[src/rtl/mem_arbiter.sv]
// rtl/mem_arbiter.sv - two-requester byte-serial controller for a shared byte-wide synchronous RAM
module mem_arbiter #(
   parameter int ADDR_W = 17
) (
   input  logic              clk,
   input  logic              rst,
   input  logic              flush,
   input  logic              if_req,
   input  logic [31:0]       if_addr,
   output logic              if_done,
   output logic [31:0]       if_inst,
   input  logic              mem_req,
   input  logic              mem_we,
   input  logic [1:0]        mem_len,
   input  logic [31:0]       mem_addr,
   input  logic [31:0]       mem_wdata,
   output logic              mem_done,
   output logic [31:0]       mem_rdata,
   output logic [ADDR_W-1:0] ram_addr,
   output logic              ram_we,
   output logic [7:0]        ram_dout,
   input  logic [7:0]        ram_din
);

   typedef enum logic [1:0] {IDLE, IF_RD, MEM_RD, MEM_WR} state_t;

   state_t              r_state, w_state_nxt;
   logic [2:0]          r_cnt, w_cnt_nxt;
   logic [2:0]          r_n, w_n_nxt;
   logic [ADDR_W-1:0]   r_addr, w_addr_nxt;
   logic [31:0]         r_wdata, w_wdata_nxt;
   logic [31:0]         r_data, w_data_nxt;
   logic                r_if_done, w_if_done_nxt;
   logic                r_mem_done, w_mem_done_nxt;
   logic [ADDR_W-1:0]   r_ram_addr, w_ram_addr_nxt;
   logic                r_ram_we, w_ram_we_nxt;
   logic [7:0]          r_ram_dout, w_ram_dout_nxt;
   logic [31:0]         r_if_inst, w_if_inst_nxt;
   logic [31:0]         r_mem_rdata, w_mem_rdata_nxt;

   logic [2:0]          w_step;
   logic [1:0]          w_idx;
   logic [31:0]         w_cap;
   logic [2:0]          w_len_n;
   logic                w_unused;

   // Upper request address bits fall outside the RAM and are dropped.
   assign w_unused = ^{if_addr[31:ADDR_W], mem_addr[31:ADDR_W]};

   assign if_done   = r_if_done;
   assign if_inst   = r_if_inst;
   assign mem_done  = r_mem_done;
   assign mem_rdata = r_mem_rdata;
   assign ram_addr  = r_ram_addr;
   assign ram_we    = r_ram_we;
   assign ram_dout  = r_ram_dout;

   // Next-state and next-output logic; the byte returned by the RAM is merged into the word each cycle.
   always_comb begin
      w_step          = r_cnt + 3'd1;
      w_idx           = r_cnt[1:0] - 2'd1;
      w_cap           = r_data;
      w_cap[{w_idx, 3'b000} +: 8] = ram_din;
      case (mem_len)
         2'b00:   w_len_n = 3'd1;
         2'b01:   w_len_n = 3'd2;
         default: w_len_n = 3'd4;
      endcase

      w_state_nxt     = r_state;
      w_cnt_nxt       = r_cnt;
      w_n_nxt         = r_n;
      w_addr_nxt      = r_addr;
      w_wdata_nxt     = r_wdata;
      w_data_nxt      = r_data;
      w_if_done_nxt   = 1'b0;
      w_mem_done_nxt  = 1'b0;
      w_ram_addr_nxt  = r_ram_addr;
      w_ram_we_nxt    = 1'b0;
      w_ram_dout_nxt  = r_ram_dout;
      w_if_inst_nxt   = r_if_inst;
      w_mem_rdata_nxt = r_mem_rdata;

      case (r_state)
         IDLE: begin
            // A done cycle is never an accept cycle: the requester still holds req then.
            if (!r_if_done && !r_mem_done) begin
               if (mem_req) begin
                  w_state_nxt    = mem_we ? MEM_WR : MEM_RD;
                  w_cnt_nxt      = 3'd0;
                  w_n_nxt        = w_len_n;
                  w_addr_nxt     = mem_addr[ADDR_W-1:0];
                  w_wdata_nxt    = mem_wdata;
                  w_data_nxt     = 32'd0;
                  w_ram_addr_nxt = mem_addr[ADDR_W-1:0];
                  if (mem_we) begin
                     w_ram_we_nxt   = 1'b1;
                     w_ram_dout_nxt = mem_wdata[7:0];
                  end
               end else if (if_req && !flush) begin
                  w_state_nxt    = IF_RD;
                  w_cnt_nxt      = 3'd0;
                  w_n_nxt        = 3'd4;
                  w_addr_nxt     = if_addr[ADDR_W-1:0];
                  w_data_nxt     = 32'd0;
                  w_ram_addr_nxt = if_addr[ADDR_W-1:0];
               end
            end
         end
         IF_RD, MEM_RD: begin
            if (r_state == IF_RD && flush) begin
               w_state_nxt = IDLE;
               w_cnt_nxt   = 3'd0;
            end else begin
               w_cnt_nxt = w_step;
               if (r_cnt != 3'd0)
                  w_data_nxt = w_cap;
               if (w_step < r_n)
                  w_ram_addr_nxt = r_addr + ADDR_W'(w_step);
               if (r_cnt == r_n) begin
                  w_state_nxt = IDLE;
                  w_cnt_nxt   = 3'd0;
                  if (r_state == IF_RD) begin
                     w_if_done_nxt = 1'b1;
                     w_if_inst_nxt = w_cap;
                  end else begin
                     w_mem_done_nxt  = 1'b1;
                     w_mem_rdata_nxt = w_cap;
                  end
               end
            end
         end
         MEM_WR: begin
            if (w_step < r_n) begin
               w_cnt_nxt      = w_step;
               w_ram_addr_nxt = r_addr + ADDR_W'(w_step);
               w_ram_we_nxt   = 1'b1;
               w_ram_dout_nxt = r_wdata[{w_step[1:0], 3'b000} +: 8];
            end else begin
               w_state_nxt    = IDLE;
               w_cnt_nxt      = 3'd0;
               w_mem_done_nxt = 1'b1;
            end
         end
         default: w_state_nxt = IDLE;
      endcase
   end

   // State and registered outputs; reset abandons any access immediately.
   always_ff @(posedge clk) begin
      if (!rst) begin
         r_state     <= IDLE;
         r_cnt       <= 3'd0;
         r_n         <= 3'd0;
         r_addr      <= '0;
         r_wdata     <= 32'd0;
         r_data      <= 32'd0;
         r_if_done   <= 1'b0;
         r_mem_done  <= 1'b0;
         r_ram_addr  <= '0;
         r_ram_we    <= 1'b0;
         r_ram_dout  <= 8'd0;
         r_if_inst   <= 32'd0;
         r_mem_rdata <= 32'd0;
      end else begin
         r_state     <= w_state_nxt;
         r_cnt       <= w_cnt_nxt;
         r_n         <= w_n_nxt;
         r_addr      <= w_addr_nxt;
         r_wdata     <= w_wdata_nxt;
         r_data      <= w_data_nxt;
         r_if_done   <= w_if_done_nxt;
         r_mem_done  <= w_mem_done_nxt;
         r_ram_addr  <= w_ram_addr_nxt;
         r_ram_we    <= w_ram_we_nxt;
         r_ram_dout  <= w_ram_dout_nxt;
         r_if_inst   <= w_if_inst_nxt;
         r_mem_rdata <= w_mem_rdata_nxt;
      end
   end

endmodule

[config.mk]
export PLATFORM = sky130hd
export DESIGN_NAME = mem_arbiter
export DESIGN_NICKNAME = d
export VERILOG_FILES = /design/src/rtl/mem_arbiter.sv
export SDC_FILE = /design/constraint.sdc
export NUM_CORES = 1
export LEC_CHECK = 0
export ABC_CLOCK_PERIOD_IN_PS = 6100
export CORE_ASPECT_RATIO = 1.2
export CORE_MARGIN = 1
export CORE_UTILIZATION = 56
export CTS_BUF_LIST = sky130_fd_sc_hd__clkbuf_16
export CTS_CLUSTER_SIZE = 8
export DETAILED_ROUTE_END_ITERATION = 8
export DONT_BUFFER_PORTS = 1
export HOLD_SLACK_MARGIN = 0.03
export PLACE_DENSITY = 0.8
export SYNTH_ARGS = -nofsm -noshare
export SYNTH_HDL_FRONTEND = slang
export SYNTH_SLANG_ARGS = --single-unit
[constraint.sdc]
create_clock -name clk -period 6.1 [get_ports clk]
set_input_delay 0.61 -clock clk [delete_from_list [all_inputs] [get_ports clk]]
set_output_delay 0.61 -clock clk [all_outputs]
set_load 0.05 [all_outputs]
==> metrics.md <==
| Metric | Value |
|---|---|
| Simple-gate share of the synthesized area | `20.2%` |
| Yosys reg bits | `181` |
| Slew @ Worst Pin | `1110 ps` |
| Largest family of logic cells by synthesized area | `compound AO/OA/AOI/OAI gates` |
| Final WS setup | `2140 ps` |
| DRC viols | `0` |
| Die H | `137 um` |
| Clock slew at reported path FFs | `70 ps` |
| Syn Std Cell Area | `8480 sq um` |
| Vias in the first global route | `5886` |
| Int Power | `2.41 mW` |
| Worst setup SP type | `flip-flop` |
| Antenna violations before repair | `0` |
| Synth Flop Type | `dfxtp_1` |
| Worst-path fanout max | `18` |
| TritonCTS clock tree | `done` |
| H-tree depth | `4` |
| Area share of fa/ha/maj cells after synthesis | `2.60%` |
| Worst Hold Class | `input port to flip-flop` |
| Worst-Skew Late Latency | `420 ps` |
| CTS root buf | `clkbuf_16` |
| Core Area | `14600 sq um` |
| Required @ worst endpoint | `6410 ps` |
| Most frequent cells in the layout | `dfxtp_1 (181), nand2_1 (176), o211a_1 (84)` |
| CTS sink count | `181` |
| Final nets | `1002` |
| Part of the power in registers | `51.2%` |
| YS warnings | `0` |
| Post-layout min period | `3960 ps` |
| Wire per inst | `17.3 um` |
| Switch Pwr | `1.71 mW` |
| Mean area per synthesized cell | `9.29 sq um` |
| P per Cell Area | `454 nW/um^2` |
| Final ANT Viol Nets | `0` |
| Rel. slew slack | `25.5%` |
| Synth Area in Compound Gates | `23.0%` |
| Post-CTS setup buffer count | `0` |
| Critical path arrival | `4270 ps` |
| Share of cells above drive strength 1 | `6.77%` |
| Number of synthesized flops with an enable pin | `0` |
| Cell variety after synth | `54` |
| Max Cap Viol | `0` |
| Post-CTS sizing | `0` |
| Final count of negative-setup-slack endpoints | `0` |
| Lkg Pwr | `4.17 nW` |
| Port bufs | `0` |
| Post-synthesis sequential area ratio | `42.7%` |
| Period utilization | `64.9%` |
| WL final | `18800 um` |
| Final core area utilization | `62.1%` |
| Status | `complete, no violations` |
| TNS Setup | `0 ps` |
| Mux cell area share after synthesis | `5.83%` |
| Hold Vio Cnt, Final | `0` |
| CP endpoint kind | `flip-flop` |
| DIE WIDTH | `114 um` |
| Final Power | `4.12 mW` |
| Xor-xnor portion of the synthesized cell area | `1.34%` |
| Initial drt markers | `324` |
| Fillcell total | `1292` |
| Maximum VDD drop | `0.248 mV` |
| Switch share | `41.5%` |
| First-pass GRT wire length | `29800 um` |
| Logic gate share of total power | `23.0%` |
| Hold buffer count at cts | `0` |
| Worst Hold Path Cells | `1` |
| GPL Wtd Cong | `0.879` |
| Total CTS buffers | `17` |
| GRT Overall Usage | `24.1%` |
| Largest net degree at the start of global routing | `179` |
| DP HPWL | `12300 um` |
| Hold slack final | `323 ps` |
| Commonest non-fill, non-tap cell in the layout | `dfxtp_1` |
| Worst r2r path cells | `9` |
| # rows | `48` |
| Worst Skew | `8.99 ps` |
| Clock Path Buffers | `2` |
| RSZ-0062 raised after global routing | `false` |
| Synthesized instance count | `913` |
| Vias/cell | `5.88` |
| Dpl ws | `2090 ps` |
| Area growth from synthesis to layout | `6.83%` |
| GR Overflow Total | `0` |
| Power share of the clock group | `25.9%` |
| Setup CP Type | `flip-flop to flip-flop` |
| First-pass iteration count of the detailed router | `7` |
| Vias | `6385` |
| Starting density of the core | `58.1%` |
| Diode count | `0` |
| Final Max Slew Viols | `0` |
| Post-Syn Nets | `1042` |
| Post-synth ARST share | `0%` |
| Fmax | `253 MHz` |
| Ports | `204` |
| Die footprint | `15600 sq um` |
-- per-stage QoR --
step / cell area, sq um / instances
final: 9060 / 1086
after global placement: 8490 / 1054
after floorplan: 8480 / 913
after CTS: 9060 / 1086
after detailed placement: 8490 / 1054
after global routing: 9060 / 1086
-- state kept, by name, summed over array words and instances (netlist names) --
signal     count
ram_addr      17
r_cnt          3
r_n            3
r_wdata       32
if_done        1
ram_we         1
mem_done       1
mem_rdata     32
r_addr        17
r_state        2
ram_dout       8
r_data        32
if_inst       32
-- Yosys cell counts (5+ instances only) --
master     instances  area, sq um
nand2_1          176          661
nand2b_1          35          219
a21boi_0          64          480
o211a_1           84          841
xor2_1             6         52.6
dfxtp_1          181         3620
o21ai_0           13         65.1
nand3_1           19         95.1
buf_4              9         67.6
o2bb2ai_1          5         43.8
nor2_1             8         30.0
clkbuf_1          39          146
mux4_2             8          180
inv_1             10         37.5
nor3_1             5         25.0
a32o_1             5         50.1
and2_1             6         37.5
ha_1              16          200
xnor2_1            7         61.3
nand3b_1          32          240
mux2i_1           28          280
buf_2             13         65.1
a21oi_1           37          185
nor2b_1           45          282
-- per-layer routing --
metal,vias to the layer above,share of wire [%],track usage [%]
met1,3060,43,30.0
met2,164,50,41.2
li1,3139,-,-
met3,22,5.3,6.16
met4,0,1.6,6.78
met5,-,0,0
-- logic make-up after synthesis --
group / Yosys count
AOI/OAI and AO/OA: 244
xor gates and xnor gates: 13
adders and majority gates: 17
buffers and inverters: 77
DFF: 181
muxes: 39
and+or+nand+nor: 342
-- power groups by stage --
stage          sequential (mW)  combinational [mW]  clock (mW)
3_3_place_gp              2.13               0.926           0
3_5_place_dp              2.13               0.946           0
2_1_floorplan             2.08               0.820           0
5_1_grt                   2.14                1.06        1.13
4_1_cts                   2.11               0.951        1.09
6_report                  2.11               0.945        1.07
-- critical path: stages (launching register included) --
cell and delay, ps:
dfxtp_1 870, inv_1 270, ha_1 890, inv_1 200
fa_1 490, nor2b_1 330, o2111ai_1 250, nor2_1 210
mux2i_1 90, a32o_1 240
-- layout make-up --
type / instances / area [sq um] / area share, %
Timing Repair Buffer: 8 / 60.1 / 0.663
Sequential cell: 181 / 3620 / 40.0
Multi-Input combinational cell: 655 / 4520 / 49.8
Clock inverter: 15 / 150 / 1.66
Clock buffer: 17 / 425 / 4.69
Inverter: 10 / 37.5 / 0.414
Tap cell: 200 / 250 / 2.76
-- final timing paths --
| check | from | to | slack (ps) |
|---|---|---|---|
| setup / recovery | r_cnt[0] | ram_addr[16] | 2140 |
| hold / removal | rst | if_inst[25] | 320 |
| setup reg to reg | r_cnt[0] | ram_addr[16] | 2140 |
| hold reg to reg | r_wdata[3] | r_wdata[3] | 470 |
(Power assumes the default switching activity.)
